==> config.mk <==
export PLATFORM = sky130hd
export DESIGN_NAME = if_stage_flat
export DESIGN_NICKNAME = d
export VERILOG_FILES = /design/src/rtl/if_stage_if.sv /design/src/rtl/if_stage.sv /design/src/flat_wrapper.sv
export SDC_FILE = /design/constraint.sdc
export NUM_CORES = 1
export LEC_CHECK = 0
export CAP_MARGIN = 5
export CORE_UTILIZATION = 45
export DETAILED_ROUTE_END_ITERATION = 6
export PLACE_DENSITY = 0.86
export SLEW_MARGIN = 0
export SYNTH_ARGS = -nofsm -noshare
export SYNTH_HDL_FRONTEND = slang
export SYNTH_SLANG_ARGS = --single-unit
==> constraint.sdc <==
create_clock -name clk -period 2.4 [get_ports clk]
set_input_delay 0.48 -clock clk [delete_from_list [all_inputs] [get_ports clk]]
set_output_delay 0.48 -clock clk [all_outputs]
set_load 0.005 [all_outputs]
==> src/rtl/if_stage_if.sv <==
//------------------------------------------------------------------------------
// Module     : if_stage_if
// Description: Fetch-stage bus bundle: decode handshake, branch redirect input
//              and the synchronous instruction SRAM port.
// Revision   : 1.0 - initial release
//------------------------------------------------------------------------------
`default_nettype none

interface if_stage_if;
    logic        ds_allowin;
    logic [32:0] br_bus;
    logic        fs_to_ds_valid;
    logic [63:0] fs_to_ds_bus;
    logic        inst_sram_en;
    logic [3:0]  inst_sram_wen;
    logic [31:0] inst_sram_addr;
    logic [31:0] inst_sram_wdata;
    logic [31:0] inst_sram_rdata;

    // Fetch stage side
    modport master (
        input  ds_allowin,
        input  br_bus,
        input  inst_sram_rdata,
        output fs_to_ds_valid,
        output fs_to_ds_bus,
        output inst_sram_en,
        output inst_sram_wen,
        output inst_sram_addr,
        output inst_sram_wdata
    );

    // Decode stage / memory side
    modport slave (
        output ds_allowin,
        output br_bus,
        output inst_sram_rdata,
        input  fs_to_ds_valid,
        input  fs_to_ds_bus,
        input  inst_sram_en,
        input  inst_sram_wen,
        input  inst_sram_addr,
        input  inst_sram_wdata
    );
endinterface

`default_nettype wire

==> src/rtl/if_stage.sv <==
//------------------------------------------------------------------------------
// Module     : if_stage
// Description: MIPS fetch stage - PC, instruction SRAM request, decode stall
//              hold buffer and delay-slot branch redirect buffer.
//              Optional macro IF_PERF_CNT_EN adds fetch/stall counters.
// Revision   : 1.0 - initial release
//------------------------------------------------------------------------------
`default_nettype none

module if_stage #(
    parameter logic [31:0] RESET_PC = 32'hBFC00000
) (
    input  wire logic   clk,
    input  wire logic   reset,
    if_stage_if.master  fs_if
`ifdef IF_PERF_CNT_EN
    ,
    output logic [31:0] fs_fetch_cnt,
    output logic [31:0] fs_stall_cnt
`endif
);

    localparam logic [31:0] c_pc_init = RESET_PC - 32'd4;

    logic        r_fs_valid;
    logic [31:0] r_fs_pc;
    logic        r_buf_valid;
    logic [31:0] r_inst_buf;
    logic        r_br_pend;
    logic [31:0] r_br_buf;

    logic        w_to_fs_valid;
    logic        w_fs_ready_go;
    logic        w_fs_allowin;
    logic        w_fs_to_ds_valid;
    logic        w_sram_en;
    logic        w_br_taken;
    logic [31:0] w_br_target;
    logic [31:0] w_seq_pc;
    logic [31:0] w_nextpc;
    logic [31:0] w_fs_inst;
    logic        w_ds_accept;

    // pre-IF: next PC selection; a buffered redirect has priority over a live one
    assign w_to_fs_valid = ~reset;
    assign w_br_taken    = fs_if.br_bus[32];
    assign w_br_target   = fs_if.br_bus[31:0];
    assign w_seq_pc      = r_fs_pc + 32'd4;
    assign w_nextpc      = r_br_pend  ? r_br_buf    :
                           w_br_taken ? w_br_target : w_seq_pc;

    assign w_fs_ready_go    = 1'b1;
    assign w_fs_allowin     = ~r_fs_valid | (w_fs_ready_go & fs_if.ds_allowin);
    assign w_fs_to_ds_valid = r_fs_valid & w_fs_ready_go;
    assign w_sram_en        = w_to_fs_valid & w_fs_allowin;
    assign w_ds_accept      = w_fs_to_ds_valid & fs_if.ds_allowin;

    // SRAM data is only valid the cycle after the request; stalls read the copy
    assign w_fs_inst = r_buf_valid ? r_inst_buf : fs_if.inst_sram_rdata;

    assign fs_if.fs_to_ds_valid  = w_fs_to_ds_valid;
    assign fs_if.fs_to_ds_bus    = {r_fs_pc, w_fs_inst};
    assign fs_if.inst_sram_en    = w_sram_en;
    assign fs_if.inst_sram_wen   = 4'h0;
    assign fs_if.inst_sram_addr  = w_nextpc;
    assign fs_if.inst_sram_wdata = 32'h0;

    always_ff @(posedge clk) begin
        if (reset) begin
            r_fs_valid <= 1'b0;
            r_fs_pc    <= c_pc_init;
        end else if (w_fs_allowin) begin
            r_fs_valid <= w_to_fs_valid;
            if (w_to_fs_valid) begin
                r_fs_pc <= w_nextpc;
            end
        end
    end

    always_ff @(posedge clk) begin
        if (reset) begin
            r_buf_valid <= 1'b0;
            r_inst_buf  <= 32'h0;
        end else if (w_ds_accept) begin
            r_buf_valid <= 1'b0;
        end else if (r_fs_valid & ~fs_if.ds_allowin & ~r_buf_valid) begin
            r_inst_buf  <= fs_if.inst_sram_rdata;
            r_buf_valid <= 1'b1;
        end
    end

    // Only the first redirect of a stall is kept; later held copies are ignored
    always_ff @(posedge clk) begin
        if (reset) begin
            r_br_pend <= 1'b0;
            r_br_buf  <= 32'h0;
        end else if (w_sram_en) begin
            r_br_pend <= 1'b0;
        end else if (w_br_taken & ~r_br_pend) begin
            r_br_buf  <= w_br_target;
            r_br_pend <= 1'b1;
        end
    end

`ifdef IF_PERF_CNT_EN
    logic [31:0] r_fetch_cnt;
    logic [31:0] r_stall_cnt;

    always_ff @(posedge clk) begin
        if (reset) begin
            r_fetch_cnt <= 32'h0;
            r_stall_cnt <= 32'h0;
        end else begin
            if (w_ds_accept) begin
                r_fetch_cnt <= r_fetch_cnt + 32'd1;
            end
            if (r_fs_valid & ~fs_if.ds_allowin) begin
                r_stall_cnt <= r_stall_cnt + 32'd1;
            end
        end
    end

    assign fs_fetch_cnt = r_fetch_cnt;
    assign fs_stall_cnt = r_stall_cnt;
`endif

endmodule

`default_nettype wire

==> src/flat_wrapper.sv <==
// flat-port wrapper written by rule: the top's interface ports become plain ports
module if_stage_flat 
#(
    parameter logic [31:0] RESET_PC = 32'hBFC00000
)
  (clk, reset, fs_if_ds_allowin, fs_if_br_bus, fs_if_inst_sram_rdata, fs_if_fs_to_ds_valid, fs_if_fs_to_ds_bus, fs_if_inst_sram_en, fs_if_inst_sram_wen, fs_if_inst_sram_addr, fs_if_inst_sram_wdata);
  if_stage_if fs_if_i ();
  input  wire logic clk;
  input  wire logic reset;
  input wire logic [$bits(fs_if_i.ds_allowin)-1:0] fs_if_ds_allowin;
  input wire logic [$bits(fs_if_i.br_bus)-1:0] fs_if_br_bus;
  input wire logic [$bits(fs_if_i.inst_sram_rdata)-1:0] fs_if_inst_sram_rdata;
  output wire logic [$bits(fs_if_i.fs_to_ds_valid)-1:0] fs_if_fs_to_ds_valid;
  output wire logic [$bits(fs_if_i.fs_to_ds_bus)-1:0] fs_if_fs_to_ds_bus;
  output wire logic [$bits(fs_if_i.inst_sram_en)-1:0] fs_if_inst_sram_en;
  output wire logic [$bits(fs_if_i.inst_sram_wen)-1:0] fs_if_inst_sram_wen;
  output wire logic [$bits(fs_if_i.inst_sram_addr)-1:0] fs_if_inst_sram_addr;
  output wire logic [$bits(fs_if_i.inst_sram_wdata)-1:0] fs_if_inst_sram_wdata;
  assign fs_if_i.ds_allowin = fs_if_ds_allowin;
  assign fs_if_i.br_bus = fs_if_br_bus;
  assign fs_if_i.inst_sram_rdata = fs_if_inst_sram_rdata;
  assign fs_if_fs_to_ds_valid = fs_if_i.fs_to_ds_valid;
  assign fs_if_fs_to_ds_bus = fs_if_i.fs_to_ds_bus;
  assign fs_if_inst_sram_en = fs_if_i.inst_sram_en;
  assign fs_if_inst_sram_wen = fs_if_i.inst_sram_wen;
  assign fs_if_inst_sram_addr = fs_if_i.inst_sram_addr;
  assign fs_if_inst_sram_wdata = fs_if_i.inst_sram_wdata;
  if_stage #(.RESET_PC(RESET_PC)) u_core (.clk(clk), .reset(reset), .fs_if(fs_if_i));
endmodule
==> flow_metrics.env, run 1 <==
export IMPL_grt_util_met1=0.3936
export IMPL_grtUsageMet3=0.08448
export IMPL_synthTopCellsByArea="dfxtp_1 36%, nand2_1 12%, a21oi_1 8.0%"
export IMPL_outcome="complete, but fails checks"
export IMPL_multi_input_area_um2=3568
export IMPL_yosys_area_top_type_share=0.3551
export IMPL_met2_usage=0.5566
export IMPL_gr_max_usage_layer="met2"
export IMPL_clock_latency_ns=0.36
export IMPL_cts_buffers=9
export IMPL_power_density_nw_per_um2=591.4
export IMPL_drtIter0Drc=825
export IMPL_synth_edf_count=0
export IMPL_ys_types=57
export IMPL_r2r_cells=16
export IMPL_grt_pass1_vias=6780
export IMPL_reg2reg_to="u_core.r_fs_pc[28]"
export IMPL_hold_viol_final=0
export IMPL_drive_gt1_frac=0.3240
export IMPL_cp_slowest_stage_delay_ns=0.36
export IMPL_ys_seq_area_frac=0.3551
export IMPL_period_needed_ns=2.748
export IMPL_cts_path_max_buffers=2
export IMPL_clk_pin_slew_worst_paths_ns=0.07
export IMPL_regArea_um2=2021
export IMPL_die_w_um=113.4
export IMPL_vias=7074
export IMPL_h_tree_depth=3
export IMPL_detail_route_antenna_nets=0
export IMPL_netlist_top_cells_count="180 x nand2_1, 99 x dfxtp_1, 89 x a21oi_1, 45 x clkbuf_1, 36 x buf_4"
export IMPL_synth_largest_area_cell="dfxtp_1"
export IMPL_fin_ws_ns=-0.3477
export IMPL_grt_use_total=0.3393
export IMPL_slew_headroom=0.5984
export IMPL_avgRoutedWirePerCell_um=19.19
export IMPL_violations="setup timing"
export IMPL_dp_hpwl_mm=13.65
export IMPL_synth_area_per_cell_um2=7.699
export IMPL_hold_path_end="u_core.fs_if.fs_to_ds_valid"
export IMPL_crit_top_cell="buf_6"
export IMPL_first_pass_iters=5
export IMPL_grt_pass1_wl_mm=33.95
export IMPL_ir_drop_v=0.0003966
export IMPL_vias_per_cell=5.871
export IMPL_post_route_period_util=1.145
export IMPL_holdWs_ns=0.3892
export IMPL_cp_max_fo=5
export IMPL_path_cells="nand4_4, buf_12, nor4_4, buf_4, buf_6, buf_6, nand4_1, a21oi_1, o21ai_1, buf_2"
export IMPL_clock_skew_ns=0.01229
export IMPL_endpoint_kind="output pin"
export IMPL_grt_start_max_net_pins=37
export IMPL_hold_path_cell_count=2
export IMPL_yosysWarnings=0
export IMPL_drc_errors=0
export IMPL_antenna_found_initial=0
export IMPL_synth_flop_cell="dfxtp_1"
export IMPL_grt_overflow=0
export IMPL_async_flop_share=0
export IMPL_worstPathArrival_ns=2.27
export IMPL_total_power_mw=5.484
export IMPL_worstHoldPathType="in -> reg"
export IMPL_start_util=0.4628
export IMPL_synthCells=725
export IMPL_synth_most_common_cell="nand2_1"
export IMPL_diodes=0
export IMPL_area_growth_pct=66.13
export IMPL_final_util=0.7688
export IMPL_portBuffers=165
export IMPL_die_h_um=113.4
export IMPL_setup_viol=22
export IMPL_place_gp_congestion=0.9089
export IMPL_num_fill_cells=770
export IMPL_drv_cap=0
export IMPL_stdcell_count=1205
export IMPL_routed_wl_mm=23.13
export IMPL_required_ns=1.92
export IMPL_reg2reg_slack_ns=-0.17
export IMPL_worstHoldStart="reset"
export IMPL_die_area_um2=12850
export IMPL_worst_pin_slew_ns=0.5873
export IMPL_final_nets=1101
export IMPL_netlist_area_um2=5582
export IMPL_num_rows=40
export IMPL_rsz0062_at_grt="yes"
export IMPL_slew_viol_final=0
export IMPL_core_um2=12060
export IMPL_tritoncts="yes"
export IMPL_crit_path_top_delay_cell="dfxtp_2"
export IMPL_postSynthRegisterBits=99
export IMPL_cts_sinks=99
export IMPL_path_class="reg -> out"
export IMPL_max_freq_ghz=0.3639
export IMPL_p_leak_nw=3.812
export IMPL_cts_root_buf="clkbuf_16"
export IMPL_pin_count=202
export IMPL_dpl_worst_slack_ns=-0.5023
export IMPL_timing_rr_start="u_core.r_fs_pc[13]"
export IMPL_dp_cells=1129
export IMPL_start_kind="flop"
-- through the flow --
step	instance area, um2	setup TNS, ns
after global placement	8097	-11.62
after detailed placement	8097	-12.52
after CTS	8962	-1.996
final	9273	-4.456
after floorplan	5713	0
after global routing	9273	-5.589
-- area by class of cell --
cell class	count	area share
multi-input cells	565	0.3848
repair buffers	348	0.3346
flip-flops and latches	99	0.2179
clock buffers	10	0.02577
well taps	168	0.02267
clock inverters	6	0.01012
inverters	9	0.004048
-- timing repair --
| item | in CTS | in global routing |
|---|---|---|
| buffers inserted | 49 | 22 |
| pin swaps | 49 | 39 |
| hold buffers | 0 | 0 |
| setup endpoints to repair | 32 | 28 |
| gates resized for setup | 175 | 58 |
-- worst max-delay path: cells and delay by family, from the launching register on --
family	cells	cell delay [ns]
flops	1	0.36
compound gates	2	0.26
simple gates	3	0.59
buf+inv	5	0.69
-- logic make-up after synthesis --
family,count (synthesis),synth area share
DFF,99,0.3551
buffers and inverters,96,0.08989
xor gates and xnor gates,20,0.03138
muxes,39,0.07734
other,1,0.0006718
and+or+nand+nor,283,0.2387
AOI/OAI and AO/OA,186,0.2047
adders and majority gates,1,0.002241
-- state kept, by name, indices dropped and copies added, names as in the netlist --
signal and flops:
u_core.r_br_pend 1, u_core.r_buf_valid 1, u_core.r_inst_buf 32, u_core.r_br_buf 32, u_core.fs_if.fs_to_ds_valid 1, u_core.r_fs_pc 32
-- per-layer routing --
layer | vias up | share of wire | wire length (um)
met5 | - | 0 | 0
met4 | 0 | 0.061 | 1406
met3 | 157 | 0.099 | 2288
met2 | 574 | 0.47 | 10960
met1 | 3264 | 0.37 | 8469
li1 | 3079 | - | -
-- power by group --
part	switching [mW]	internal, mW	total [mW]
registers	0.0993	1.76	1.86
clock network	0.711	0.953	1.66
logic	0.900	1.06	1.96
-- layout by cell type (no fill, tap or decap), drive strengths merged, types with 4 or more instances in the layout --
| cell | synthesis | routed |
|---|---|---|
| buf | 42 | 206 |
| nand2 | 180 | 180 |
| clkdlybuf4s50 | 0 | 135 |
| dfxtp | 99 | 99 |
| a21oi | 89 | 89 |
| conb | 1 | 36 |
| mux2 | 33 | 33 |
| o21ai | 25 | 25 |
| nor2 | 17 | 17 |
| nand3 | 17 | 17 |
| o22a | 16 | 16 |
| nand4 | 14 | 14 |
| and3 | 12 | 12 |
| clkbuf | 45 | 12 |
| nor3 | 12 | 12 |
| xor2 | 11 | 11 |
| a31oi | 10 | 10 |
| inv | 9 | 10 |
| xnor2 | 9 | 9 |
| a22oi | 7 | 7 |
| nor4 | 7 | 7 |
| mux2i | 6 | 6 |
| a2bb2oi | 5 | 5 |
| o221ai | 5 | 5 |
| nand2b | 4 | 4 |
| dlygate4sd2 | 0 | 4 |
| or3 | 4 | 4 |
| a41oi | 4 | 4 |
-- worst max-delay path by stage --
stage,start,end,cells past startpoint
2_1_floorplan,u_core.r_fs_pc[3],fs_if_inst_sram_addr[22],6
3_3_place_gp,fs_if_br_bus[32],fs_if_inst_sram_addr[8],5
3_5_place_dp,fs_if_br_bus[32],fs_if_inst_sram_addr[21],7
4_1_cts,u_core.r_fs_pc[9],fs_if_inst_sram_addr[19],10
5_1_grt,u_core.r_fs_pc[9],fs_if_inst_sram_addr[19],10
6_report,u_core.r_fs_pc[8],fs_if_inst_sram_addr[19],10
No activity file was read; power rests on OpenSTA's default activity.
==> inputs of run 2 (changes only) <==
--- a/config.mk
+++ b/config.mk
@@ -5,10 +5,10 @@
 export SDC_FILE = /design/constraint.sdc
 export NUM_CORES = 1
 export LEC_CHECK = 0
-export CAP_MARGIN = 5
 export CORE_UTILIZATION = 45
 export DETAILED_ROUTE_END_ITERATION = 6
 export PLACE_DENSITY = 0.86
+export RECOVER_POWER = 25
 export SLEW_MARGIN = 0
 export SYNTH_ARGS = -nofsm -noshare
 export SYNTH_HDL_FRONTEND = slang
==> run 2 against run 1 <==
Against the previous run: the flow still finishes with violations (setup timing); sequential share of layout area barely moved; power barely moved; final cell count did not move; die area did not move; clock skew fell by 0.00058 ns; register-to-register slack improved by 0.02 ns; critical path type unchanged; largest power group unchanged; highest routed layer unchanged.
==> flow_metrics.env, run 2 (same netlist as run 1, synthesis figures left out) <==
export IMPL_endpoint_kind="output pin"
export IMPL_clk_pin_slew_worst_paths_ns=0.07
export IMPL_max_freq_ghz=0.3635
export IMPL_drv_cap=0
export IMPL_area_growth_pct=65.84
export IMPL_cts_root_buf="clkbuf_16"
export IMPL_die_w_um=113.4
export IMPL_worstPathArrival_ns=2.27
export IMPL_portBuffers=165
export IMPL_clock_latency_ns=0.36
export IMPL_path_class="reg -> out"
export IMPL_required_ns=1.92
export IMPL_first_pass_iters=6
export IMPL_critPathBufInv=5
export IMPL_setup_viol=23
export IMPL_grt_use_total=0.3393
export IMPL_clock_skew_ns=0.01171
export IMPL_final_common_cell="nand2_1"
export IMPL_path_depth=10
export IMPL_dp_hpwl_mm=13.65
export IMPL_tritoncts="yes"
export IMPL_vias=7110
export IMPL_routed_wl_mm=23.21
export IMPL_cts_buffers=9
export IMPL_drive_gt1_frac=0.3211
export IMPL_hold_viol_final=0
export IMPL_violations="setup timing"
export IMPL_worst_pin_slew_ns=1.104
export IMPL_start_util=0.4628
export IMPL_grt_pass1_wl_mm=33.95
export IMPL_place_gp_congestion=0.9089
export IMPL_path_cells="nand4_4, buf_12, nor4_4, buf_4, buf_6, buf_6, nand4_1, a21oi_1, o21ai_1, buf_2"
export IMPL_detail_route_antenna_nets=0
export IMPL_diodes=0
export IMPL_post_route_period_util=1.146
export IMPL_multi_input_area_um2=3568
export IMPL_crit_top_cell="buf_6"
export IMPL_vias_per_cell=5.900
export IMPL_cp_slowest_stage_delay_ns=0.36
export IMPL_dpl_worst_slack_ns=-0.5023
export IMPL_num_rows=40
export IMPL_final_nets=1101
export IMPL_rsz0062_at_grt="yes"
export IMPL_pin_count=202
export IMPL_regArea_um2=2021
export IMPL_cts_path_max_buffers=2
export IMPL_slew_headroom=0.2637
export IMPL_p_leak_nw=3.801
export IMPL_crit_path_top_delay_cell="dfxtp_2"
export IMPL_die_h_um=113.4
export IMPL_r2r_cells=16
export IMPL_total_power_mw=5.478
export IMPL_power_density_nw_per_um2=591.8
export IMPL_avgRoutedWirePerCell_um=19.26
export IMPL_cp_max_fo=5
export IMPL_worstHoldPathType="in -> reg"
export IMPL_ir_drop_v=0.0003978
export IMPL_hold_path_cell_count=2
export IMPL_outcome="complete, but fails checks"
export IMPL_critPathTopFamily="buffers and inverters"
export IMPL_dpl_cell_area_um2=8097
export IMPL_drc_errors=0
export IMPL_antenna_found_initial=0
export IMPL_core_um2=12060
export IMPL_slew_viol_final=0
export IMPL_grt_start_max_net_pins=37
export IMPL_start_kind="flop"
export IMPL_cts_hold_buf=0
export IMPL_h_tree_depth=3
export IMPL_cts_sinks=99
export IMPL_num_fill_cells=776
export IMPL_period_needed_ns=2.751
export IMPL_drtIter0Drc=791
export IMPL_design_area_um2=9256
export IMPL_largestRegisters="u_core.r_br_buf (32), u_core.r_fs_pc (32), u_core.r_inst_buf (32)"
export IMPL_grt_overflow=0
export IMPL_grt_pass1_vias=6780
export IMPL_die_area_um2=12850
export IMPL_fin_ws_ns=-0.3507
export IMPL_final_cell_mix="179 x nand2_1, 140 x buf_4, 134 x clkdlybuf4s50_1"
## run 2: changes by cell type in the layout (fill, tap and decap cells not counted), sizes merged
cell	before	now
dlygate4sd3	0	1
clkdlybuf4s50	135	134
buf	206	200
clkbuf	12	18
## run 2: final cells by class
class | instances | area share
clock buffer | 10 | 0.02582
sequential | 99 | 0.2183
multi-input combinational | 565 | 0.3855
clock inverter | 6 | 0.01014
inverter | 9 | 0.004055
timing repair buffer | 348 | 0.3335
tap | 168 | 0.02271
## run 2: through the flow
step                utilization  setup TNS, ns  hold WS, ns  instances
floorplan                     -              0       0.4317        760
global placement         0.6713         -11.62       0.4387       1129
detailed placement       0.6713         -12.52       0.4444       1129
CTS                      0.7431         -1.996       0.3841       1191
global route             0.7674         -5.680       0.4253       1205
finish                   0.7674         -4.404       0.4324       1205
## run 2: power breakdown
part	switching (mW)	internal, mW
clock network	0.706	0.953
registers	0.100	1.76
logic	0.903	1.05
total	1.71	3.77
## run 2: path summary, 6_finish.rpt
path	start	to	slack (ns)
hold reg to reg	u_core.r_inst_buf[14]	u_core.r_inst_buf[14]	0.45
setup / recovery	u_core.r_fs_pc[9]	fs_if_inst_sram_addr[19]	-0.35
hold / removal	reset	u_core.fs_if.fs_to_ds_valid	0.43
setup reg to reg	u_core.r_fs_pc[13]	u_core.r_fs_pc[28]	-0.15
## run 2: layer usage
metal / GRT usage / vias up / share of wire / wire length (um)
met5: 0 / - / 0 / 0
met4: 0.2263 / 0 / 0.059 / 1369
met3: 0.08448 / 153 / 0.10 / 2357
met2: 0.5566 / 595 / 0.48 / 11030
met1: 0.3936 / 3279 / 0.36 / 8448
li1: - / 3083 / - / -
## run 2: timing repair
action | CTS | global route
buffers inserted | 49 | 22
resized for setup | 175 | 58
setup endpoints to repair | 32 | 28
hold endpoints to repair | 0 | 0
pin swaps | 49 | 39
